[config.mk]
export PLATFORM = sky130hd
export DESIGN_NAME = axi_write_buffer
export DESIGN_NICKNAME = d
export VERILOG_FILES = /design/src/rtl/axi_write_buffer.sv
export SDC_FILE = /design/constraint.sdc
export NUM_CORES = 1
export LEC_CHECK = 0
export BUFFER_PORTS_ARGS = -buffer_cell sky130_fd_sc_hd__buf_4
export CAP_MARGIN = 10
export CORE_MARGIN = 2
export CORE_UTILIZATION = 55
export DETAILED_ROUTE_END_ITERATION = 8
export GPL_TIMING_DRIVEN = 1
export PLACE_DENSITY = 0.85
export SETUP_SLACK_MARGIN = 0.02
export SLEW_MARGIN = 10
export SYNTH_ARGS = -nofsm -noshare
export SYNTH_HDL_FRONTEND = slang
export SYNTH_SLANG_ARGS = --single-unit
[constraint.sdc]
create_clock -name clk -period 8.66 [get_ports clk]
set_input_delay 0.866 -clock clk [delete_from_list [all_inputs] [get_ports clk]]
set_output_delay 0.866 -clock clk [all_outputs]
set_load 0.02 [all_outputs]
[src/rtl/axi_write_buffer.sv]
// axi_write_buffer: circular store buffer that drains one single-beat AXI write at a time, in push order
module axi_write_buffer #(
    parameter int DEPTH = 4,
    parameter logic [3:0] AXI_ID = 4'd1
) (
    input  logic        clk,
    input  logic        rst,
    input  logic        wen,
    input  logic [3:0]  wstrb_i,
    input  logic [31:0] waddr_i,
    input  logic [31:0] wdata_i,
    output logic        w_ok,
    input  logic [31:0] raddr_i,
    output logic        conflict,
    output logic        empty,
    output logic [3:0]  awid,
    output logic [31:0] awaddr,
    output logic [7:0]  awlen,
    output logic [2:0]  awsize,
    output logic [1:0]  awburst,
    output logic [1:0]  awlock,
    output logic [3:0]  awcache,
    output logic [2:0]  awprot,
    output logic        awvalid,
    input  logic        awready,
    output logic [3:0]  wid,
    output logic [31:0] wdata,
    output logic [3:0]  wstrb,
    output logic        wlast,
    output logic        wvalid,
    input  logic        wready,
    input  logic [3:0]  bid,
    input  logic [1:0]  bresp,
    input  logic        bvalid,
    output logic        bready
);
    localparam int AW = $clog2(DEPTH);
    localparam int CW = AW + 1;
    typedef enum logic [1:0] {IDLE, SEND, RESP} state_t;
    state_t state_q, state_d;
    logic [AW-1:0] head_q, tail_q, off;
    logic [CW-1:0] count_q, count_d;
    logic aw_done_q, aw_done_d, w_done_q, w_done_d, aw_fin, w_fin, pop, unused_b;
    logic [31:0] addr_q [DEPTH];
    logic [31:0] data_q [DEPTH];
    logic [3:0]  strb_q [DEPTH];

    assign w_ok = wen & (count_q != CW'(DEPTH)) & ~rst;
    assign empty = count_q == '0;
    assign count_d = count_q + CW'(w_ok) - CW'(pop);
    assign aw_fin = aw_done_q | awready;
    assign w_fin = w_done_q | wready;
    assign awid = AXI_ID;
    assign wid = AXI_ID;
    assign awlen = 8'd0;
    assign awsize = 3'b010;
    assign awburst = 2'b01;
    assign awlock = 2'b00;
    assign awcache = 4'd0;
    assign awprot = 3'd0;
    assign wlast = 1'b1;
    assign awaddr = addr_q[head_q];
    assign wdata = data_q[head_q];
    assign wstrb = strb_q[head_q];
    assign unused_b = ^{bid, bresp, raddr_i[1:0]};

    // an entry is live when its distance from head is below count, so the in-flight head is included
    always_comb begin
        conflict = 1'b0;
        off = '0;
        for (int i = 0; i < DEPTH; i++) begin
            off = AW'(i) - head_q;
            conflict = conflict | (({1'b0, off} < count_q) && (addr_q[i][31:2] == raddr_i[31:2]));
        end
    end

    always_comb begin
        state_d = state_q;
        aw_done_d = aw_done_q;
        w_done_d = w_done_q;
        awvalid = 1'b0;
        wvalid = 1'b0;
        bready = 1'b0;
        pop = 1'b0;
        case (state_q)
            IDLE: state_d = empty ? IDLE : SEND;
            SEND: begin
                awvalid = ~aw_done_q;
                wvalid = ~w_done_q;
                state_d = (aw_fin & w_fin) ? RESP : SEND;
                aw_done_d = aw_fin & ~w_fin;
                w_done_d = w_fin & ~aw_fin;
            end
            RESP: begin
                bready = 1'b1;
                pop = bvalid;
                state_d = ~bvalid ? RESP : (count_d != '0) ? SEND : IDLE;
            end
            default: state_d = IDLE;
        endcase
    end

    always_ff @(posedge clk) begin
        if (rst) begin
            state_q <= IDLE;
            head_q <= '0;
            tail_q <= '0;
            count_q <= '0;
            aw_done_q <= 1'b0;
            w_done_q <= 1'b0;
        end else begin
            state_q <= state_d;
            head_q <= head_q + AW'(pop);
            tail_q <= tail_q + AW'(w_ok);
            count_q <= count_d;
            aw_done_q <= aw_done_d;
            w_done_q <= w_done_d;
        end
    end

    always_ff @(posedge clk) begin
        if (w_ok) begin
            addr_q[tail_q] <= waddr_i;
            data_q[tail_q] <= wdata_i;
            strb_q[tail_q] <= wstrb_i;
        end
    end
endmodule

# Yosys cells after proc, flatten, opt, wreduce, memory -nomap -nowiden
# Memories as Yosys holds them, arrays and structs flattened. A register that Yosys moved wholly into a read port is not among the register bits.
# Index checks and enable logic that the tools add are counted.
# op_classes
n_addsub,8
order_cmp,4
n_eq_ne,7
n_mux,14
bitwise_logic,15
reduce_logical,7
# op_table
cell,count
== test 30 bit,4
< comparator 2 x 3 -> 1 bit,4
two-way mux 2 bit,5
two-way mux 1 bit,8
one-hot mux 2 bit (3 select lines),1
bitwise AND 1 bit,5
NOT 1 bit,5
bitwise OR 1 bit,5
adder 2 x 1 -> 2 bit,2
logical AND 1 bit,4
"subtractor 1 x 2 -> 2 bit, first input constant",2
"subtractor 2 bit, first input constant",2
adder 3 x 1 -> 3 bit,1
logical NOT 3 bit,1
"inequality test 3 bit, second input constant",1
nonzero test 3 bit,1
subtractor 3 x 1 -> 3 bit,1
"== test 2 x 1 -> 1 bit, second input constant",1
"== test 2 bit, second input constant",1
logical NOT 2 bit,1
# word_totals
reg_bits,11
ramBits,272
inputBits,112
out_inout_bits,105
wordCells,64
memories,3
# memory_table
name,words,width,read_ports,rd_ports_with_merged_regs,write_ports,line_no,source
addr_q,4,32,5,1,1,44,logic [31:0] addr_q [DEPTH];
data_q,4,32,1,1,1,45,logic [31:0] data_q [DEPTH];
strb_q,4,4,1,1,1,46,logic [3:0] strb_q [DEPTH];

# Logic depth before layout (Yosys ltp)
# Gate-level depths: netlist of run 1.
# logic_depth
ltp_word,9
ltp_mapped,10
depth_no_buf,10

# Worst setup path after synthesis of run 1
# Ideal clock, no wire load.
# synth_path
path_type,input to register
startpoint,input rst
endpoint,"memory addr_q[0][0], enable pin"
setup_time_ps,592
t_arrival_ps,6310
t_required_ps,8068
path_slack_ps,1758
path_stages,3
path_buffers,0
cell_sequence,inv_1 o311a_1 nor3b_1
# synth_between
elab_chain_cells,4
# synth_rtl
item,line_no,source
start: declaration,7,"input logic rst,"
NOT 1 bit,48,assign w_ok = wen & (count_q != CW'(DEPTH)) & ~rst;
bitwise AND 1 bit,48,
net w_ok,12,"output logic w_ok,"
two-way mux 1 bit,122,if (w_ok) begin
two-way mux 1 bit (implied by the code),123,addr_q[tail_q] <= waddr_i;
end: declaration,44,
# The timed path passes the listed nets, and every way through them passes these cells.

# Final worst setup path of run 1
# layout_path
startpoint,register head_q[1]
endpoint,output conflict
# layout_between
elab_chain_cells,6
elab_cells_between_ends,15
cone_classes,add/sub: 4; order compare: 4; bitwise: 3; reduce/logical: 4
# layout_rtl
item,line_no,source
start: declaration,41,"logic [AW-1:0] head_q, tail_q, off;"
start signal: assignment,113,head_q <= head_q + AW'(pop);
subtractor 1 x 2 -> 2 bit,72,off = AW'(i) - head_q;
< comparator 2 x 3 -> 1 bit,73,"conflict = conflict | (({1'b0, off} < count_q) && (addr_q[i][31:2] == raddr_i[31:2]));"
logical AND 1 bit,73,
bitwise OR 1 bit (2 in series),73,
bitwise OR 1 bit *,73,
end: declaration,14,"output logic conflict,"
# Mark *: on every way between the ends. The rest lies on a longest branch, timed or not.

==> results_dict.tcl, run 1 <==
set metrics [dict create \
    syn_area_per_cell_um2 18.9 \
    firstDrtPassIters 5 \
    die-area_mm2 0.0230 \
    vdd_drop_max_uv 189 \
    setup-violations-final 0 \
    synth_xor_area_frac 0.0921 \
    layout.nets 946 \
    synth_enable_flop_cells 272 \
    synth-simple-area-share 0.0345 \
    die_width_um 152 \
    detailed_place.area_mm2 0.0135 \
    yosys.area_share.adder 0.00794 \
    synth-compound-area-share 0.00836 \
    vias 6349 \
    fin_crit_ns 4.22 \
    relSlewSlack 0.287 \
    cts.sinks 283 \
    p_switching_w 0.000701 \
    critical_path_required_ns 7.79 \
    period_share 0.487 \
    worst-r2r-cell-count 5 \
    combinational_family_with_the_most_area_after_synthesis "multiplexers" \
    startpoint_of_the_worst_setup_timing_path "head_q[1]" \
    antennaDiodeCount 0 \
    internal-power_w 0.00241 \
    synth.top_cells.by_area "edfxtp_1, mux4_2, xor2_1, xnor2_1, buf_4" \
    tritoncts.num_buffers 28 \
    postRouteAntennaNets 0 \
    clockRootBuffer "clkbuf_16" \
    pin_count 217 \
    detailedPlacementHpwl_um 16700 \
    global_route_overflow 0 \
    die_h_um 152 \
    post-route-drc-count 0 \
    core_area_mm2 0.0212 \
    synth_top_cell_by_area "edfxtp_1" \
    kind_of_launch_point_of_the_worst_setup_path "register" \
    grt_start_max_net_pins 69 \
    end_kind "output port" \
    hold_path_class "register to register" \
    ys_async_sr_fraction 0 \
    comb_power_share 0.116 \
    cts_buffer_depth 3 \
    r2r_slack_ns 5.83 \
    timing.fmax_ghz 0.237 \
    regToRegEndpoint "data_q[2][16]" \
    total_area_of_sequential_cells_mm2 0.00840 \
    leakagePower_nw 4.98 \
    via_count_of_the_first_global_routing_pass 6582 \
    syn-instance-count 634 \
    post_synth_mux_area_share 0.128 \
    synth.yosys.seq_area_share 0.700 \
    reg2reg_from "count_q[2]" \
    synth_cell_type_count 32 \
    rsz0062_at_grt "false" \
    cts_tree "built" \
    gr-usage-all-layers 0.224 \
    layout-drive-gt1-share 0.346 \
    gpl.final_weighted_congestion 0.855 \
    share_clk_of_total_power 0.374 \
    cts_repair_resize_count 0 \
    drt-initial-drc-count 447 \
    report.final.hold_viol_count 0 \
    synthesis.area_mm2 0.0120 \
    cts.htree.levels 1 \
    initial_antenna_violation_count 0 \
    wl_per_cell_um 22.8 \
    sequentialPowerShare 0.510 \
    synth.ff_latch_count 283 \
    clock_insertion_delay_worst_skew_ns 0.53 \
    ys.flop_type "edfxtp_1" \
    setup_total_negative_slack_ns 0 \
    syn2layout_area_growth_pct 20.3 \
    cts_setup_buffers 0 \
    io_buffers 177 \
    crit_fanout 49 \
    floorplan.rows 53 \
    yosysWarnings 0 \
    vias_per_cell 5.66 \
    maxCapViolCount 0 \
    skew_ns 0.0139 \
    worst_setup_hold_path_clk_slew_ns 0.06 \
    multiInputGateArea_mm2 0.00338 \
    switching_share 0.225 \
    outcome "finished clean" \
    cts.hold.buffers_added 0 \
    power_density_over_cell_area_mw_per_mm2 216 \
    wirelength_um 25500 \
    postLayoutCellArea_mm2 0.0144 \
    crit_end "conflict" \
    post_synth_most_frequent_cells "edfxtp_1, xor2_1, mux4_2, buf_4, xnor2_1" \
    worst_slew_pin_slew_ns 1.07 \
    timing_worst_setup_path_type "register to output port" \
    post-synth-top-count-cell "edfxtp_1" \
    nFillCells 1432 \
    yosys.area.top_type_share 0.682 \
    cp.arrival_ns 3.35 \
    slew_viol_final 0 \
    initial_core_util 0.565 \
    grt_first_pass_wirelength_um 37800 \
]
==> critical path: stages, from the launching register on <==
cell     delay [ns]
dfxtp_4        0.56
buf_4          0.68
xor2_1         0.27
inv_1          0.07
ha_1           0.27
a31oi_1        0.07
nand4_1        0.10
nor4_1         0.04
or4_1          0.56
buf_4          0.19
==> worst min-delay path by stage <==
| stage | to | cells past startpoint | slack, ns | from |
|---|---|---|---|---|
| 4_1_cts | addr_q[2][10] | 1 | 0.51 | waddr_i[10] |
| 6_report | state_q[0] | 1 | 0.51 | state_q[1] |
| 5_1_grt | addr_q[1][18] | 1 | 0.51 | waddr_i[18] |
| 2_1_floorplan | state_q[0] | 1 | 0.47 | state_q[1] |
| 3_3_place_gp | state_q[0] | 1 | 0.48 | state_q[1] |
| 3_5_place_dp | state_q[0] | 1 | 0.51 | state_q[1] |
==> cell type report <==
| cell class | instances | share of cell area |
|---|---|---|
| timing repair buffer | 183 | 0.0953 |
| tap | 275 | 0.0239 |
| multi-input combinational | 323 | 0.235 |
| clock buffer | 36 | 0.0522 |
| sequential | 283 | 0.583 |
| inverter | 8 | 0.00208 |
| clock inverter | 13 | 0.00912 |
==> power by group through the flow <==
| stage | Sequential (W) | Combinational, W | Clock [W] |
|---|---|---|---|
| global route | 0.00159 | 0.000387 | 0.00124 |
| global placement | 0.00161 | 0.000356 | 0 |
| CTS | 0.00159 | 0.000363 | 0.00119 |
| floorplan | 0.00161 | 0.000211 | 0 |
| detailed placement | 0.00161 | 0.000361 | 0 |
| finish | 0.00159 | 0.000359 | 0.00116 |
==> metrics by stage <==
stage | worst slack (ns) | util | std cells | hold slack, ns | power, W
finish | 4.44 | 0.679 | 1121 | 0.508 | 0.00311
global placement | 4.91 | 0.638 | 1072 | 0.483 | 0.00197
global route | 4.21 | 0.679 | 1121 | 0.512 | 0.00322
floorplan | 1.76 | - | 663 | 0.466 | 0.00182
detailed placement | 4.92 | 0.638 | 1072 | 0.513 | 0.00198
CTS | 4.36 | 0.679 | 1121 | 0.507 | 0.00314
==> cells by family (layout without fill, tap and decap cells) <==
kind of cell    after synthesis  in the layout
compound gates               15             15
xor+xnor                    126            126
fa+ha+maj                     7              7
buf+inv                      57            240
flops                       283            283
mux                          68             68
other cells                   2             31
simple gates                 76             76
==> cells in the final DEF (no fill, tap or decap), types with 6 or more instances in the layout <==
| cell type | instances |
|---|---|
| nand4_1 | 11 |
| ha_1 | 6 |
| nor2_1 | 12 |
| xor2_1 | 98 |
| conb_1 | 31 |
| buf_4 | 183 |
| nor3_1 | 8 |
| dfxtp_1 | 9 |
| edfxtp_1 | 272 |
| mux4_2 | 68 |
| nand2_1 | 6 |
| clkbuf_1 | 7 |
| clkinv_1 | 8 |
| nor4_1 | 22 |
| a21oi_1 | 7 |
| clkbuf_16 | 29 |
| inv_1 | 7 |
| xnor2_1 | 28 |
==> registers in the layout (all words and copies together), names as in the netlist <==
register	cells
addr_q	128
count_q	3
head_q	2
strb_q	16
aw_done_q	1
data_q	128
state_q	2
w_done_q	1
tail_q	2
==> routing by layer <==
metal | vias up | GRT usage | part of all wire
met5 | - | 0 | 0
li1 | 2827 | - | -
met4 | 0 | 0.0505 | 0.017
met3 | 31 | 0.0692 | 0.11
met2 | 299 | 0.378 | 0.51
met1 | 3192 | 0.290 | 0.37
Power figures use the tool's default switching activity.
==> run 2, diff against run 1 <==
CORE_UTILIZATION = 50   (was 55)
PLACE_DENSITY = 0.82   (was 0.85)
clock period = 3.53 ns   (was 8.66 ns; I/O delays follow)
==> run 2 against run 1 <==
Effect of this change: clock skew rose by 0.0027 ns; sequential power rose by 140%; design area rose by 6.3%; via count rose by 5.0%; cell count rose by 11%; first-iteration DRC count fell by 6.9%; wire length rose by 7.1%; flip-flop and latch count did not move; worst hold slack got worse by 0.49 ns; largest cell class unchanged; highest routed layer unchanged.
==> results_dict.tcl, run 2 (same netlist as run 1, synthesis figures left out) <==
set metrics [dict create \
    outcome "finished clean" \
    finalWorstSetupSlack_ns 0.369 \
    report.final.hold_viol_count 0 \
    firstDrtPassIters 5 \
    slew_viol_final 0 \
    cts_repair_resize_count 0 \
    timing_worst_setup_path_type "register to output port" \
    die_width_um 159 \
    fin_crit_ns 3.16 \
    post-route-drc-count 0 \
    relSlewSlack 0.411 \
    wl_per_cell_um 22.0 \
    worst-r2r-cell-count 8 \
    syn2layout_area_growth_pct 27.9 \
    tritoncts.num_buffers 29 \
    gpl.final_weighted_congestion 0.829 \
    layout-drive-gt1-share 0.326 \
    initial_antenna_violation_count 2 \
    utilization_of_the_core_after_routing 0.653 \
    initial_core_util 0.510 \
    drt-initial-drc-count 416 \
    clock_insertion_delay_worst_skew_ns 0.56 \
    cts_setup_buffers 0 \
    final.hold.worst_slack_ns 0.0214 \
    io_buffers 177 \
    grt_start_max_net_pins 73 \
    cts.sinks 283 \
    worst_slew_pin_slew_ns 0.884 \
    hold_path_class "input port to register" \
    vias_per_cell 5.37 \
    rsz0062_at_grt "false" \
    vdd_drop_max_uv 547 \
    setup-violations-final 0 \
    detailedPlacementHpwl_um 17700 \
    vias 6666 \
    layout_common_cells "edfxtp_1, buf_4, xor2_1, mux4_2, dlygate4sd3_1" \
    timing.fmax_ghz 0.316 \
    crit_fanout 14 \
    pin_count 217 \
    cts_tree "built" \
    die_h_um 159 \
    global_route_overflow 0 \
    post-place-ws_ns 0.877 \
    worst_setup_hold_path_clk_slew_ns 0.06 \
    final_common_cell "edfxtp_1" \
    postLayoutCellArea_mm2 0.0153 \
    postRouteAntennaNets 0 \
    skew_ns 0.0165 \
    floorplan.rows 56 \
    critical_path_required_ns 3.18 \
    cts.htree.levels 1 \
    die-area_mm2 0.0252 \
    end_kind "output port" \
    power_density_over_cell_area_mw_per_mm2 517 \
    layout.nets 1016 \
    cts_buffer_depth 3 \
    detailed_place.area_mm2 0.0137 \
    largest_registers_in_the_final_layout "addr_q x128, data_q x128, strb_q x16" \
    gr-usage-all-layers 0.217 \
    leakagePower_nw 5.32 \
    kind_of_launch_point_of_the_worst_setup_path "register" \
    via_count_of_the_first_global_routing_pass 7125 \
    core_area_mm2 0.0235 \
    cp.arrival_ns 2.81 \
    maxCapViolCount 0 \
    period_share 0.896 \
    wirelength_um 27300 \
    min_path_cells 1 \
    grt_first_pass_wirelength_um 41600 \
    clockRootBuffer "clkbuf_16" \
]
[run 2: final timing paths]
path	slack (ns)	endpoint	from
setup / recovery	0.37	conflict	head_q[1]
hold / removal	0.02	addr_q[2][4]	waddr_i[4]
setup reg to reg	0.85	state_q[0]	count_q[2]
hold reg to reg	0.51	state_q[0]	state_q[1]
[run 2: stage by stage]
stage,total power [W],setup TNS [ns],cells
floorplan,0.00446,-32.85,663
global placement,0.00484,0,1118
detailed placement,0.00486,0,1118
CTS,0.00798,0,1238
global route,0.00816,0,1240
finish,0.00793,0,1241
[run 2: what timing repair did]
| item | 4_1_cts | 5_1_grt |
|---|---|---|
| hold buffers | 66 | 1 |
| endpoints found under the setup margin | 0 | 0 |
| hold endpoints to repair | 256 | 1 |
[run 2: final cells by class]
type                            instances  area (µm²)
Clock buffer                           33         741
Fill cell                            1580        8150
Sequential cell                       283        8400
Tap cell                              319         399
Inverter                                8        30.0
Timing Repair Buffer                  252        2130
Multi-Input combinational cell        323        3390
Clock inverter                         21         224
Antenna cell                            2        5.00
[run 2: layer usage]
| layer | wire, µm | vias to the layer above | GRT usage | share of wire |
|---|---|---|---|---|
| met5 | 0 | - | 0 | 0 |
| met4 | 746 | 0 | 0.0646 | 0.027 |
| met3 | 2220 | 51 | 0.0572 | 0.081 |
| met2 | 13400 | 294 | 0.357 | 0.49 |
| met1 | 11000 | 3352 | 0.286 | 0.40 |
| li1 | - | 2969 | - | - |
[run 2: where the power goes]
part	internal (W)	switching, W	leakage, nW	total [W]
Clock	0.00180	0.00127	0.463	0.00308
Sequential	0.00382	0.0000606	2.56	0.00388
Combinational	0.000436	0.000531	2.30	0.000967
Total	0.00606	0.00187	5.32	0.00793
[run 2: critical path, cell delays in order, from the launching register on]
cell,delay [ns]
dfxtp_4,0.48
xor2_1,0.22
inv_1,0.07
ha_1,0.18
a2111oi_0,0.61
nand4_1,0.18
nor4_1,0.18
or4_1,0.18
buf_4,0.15
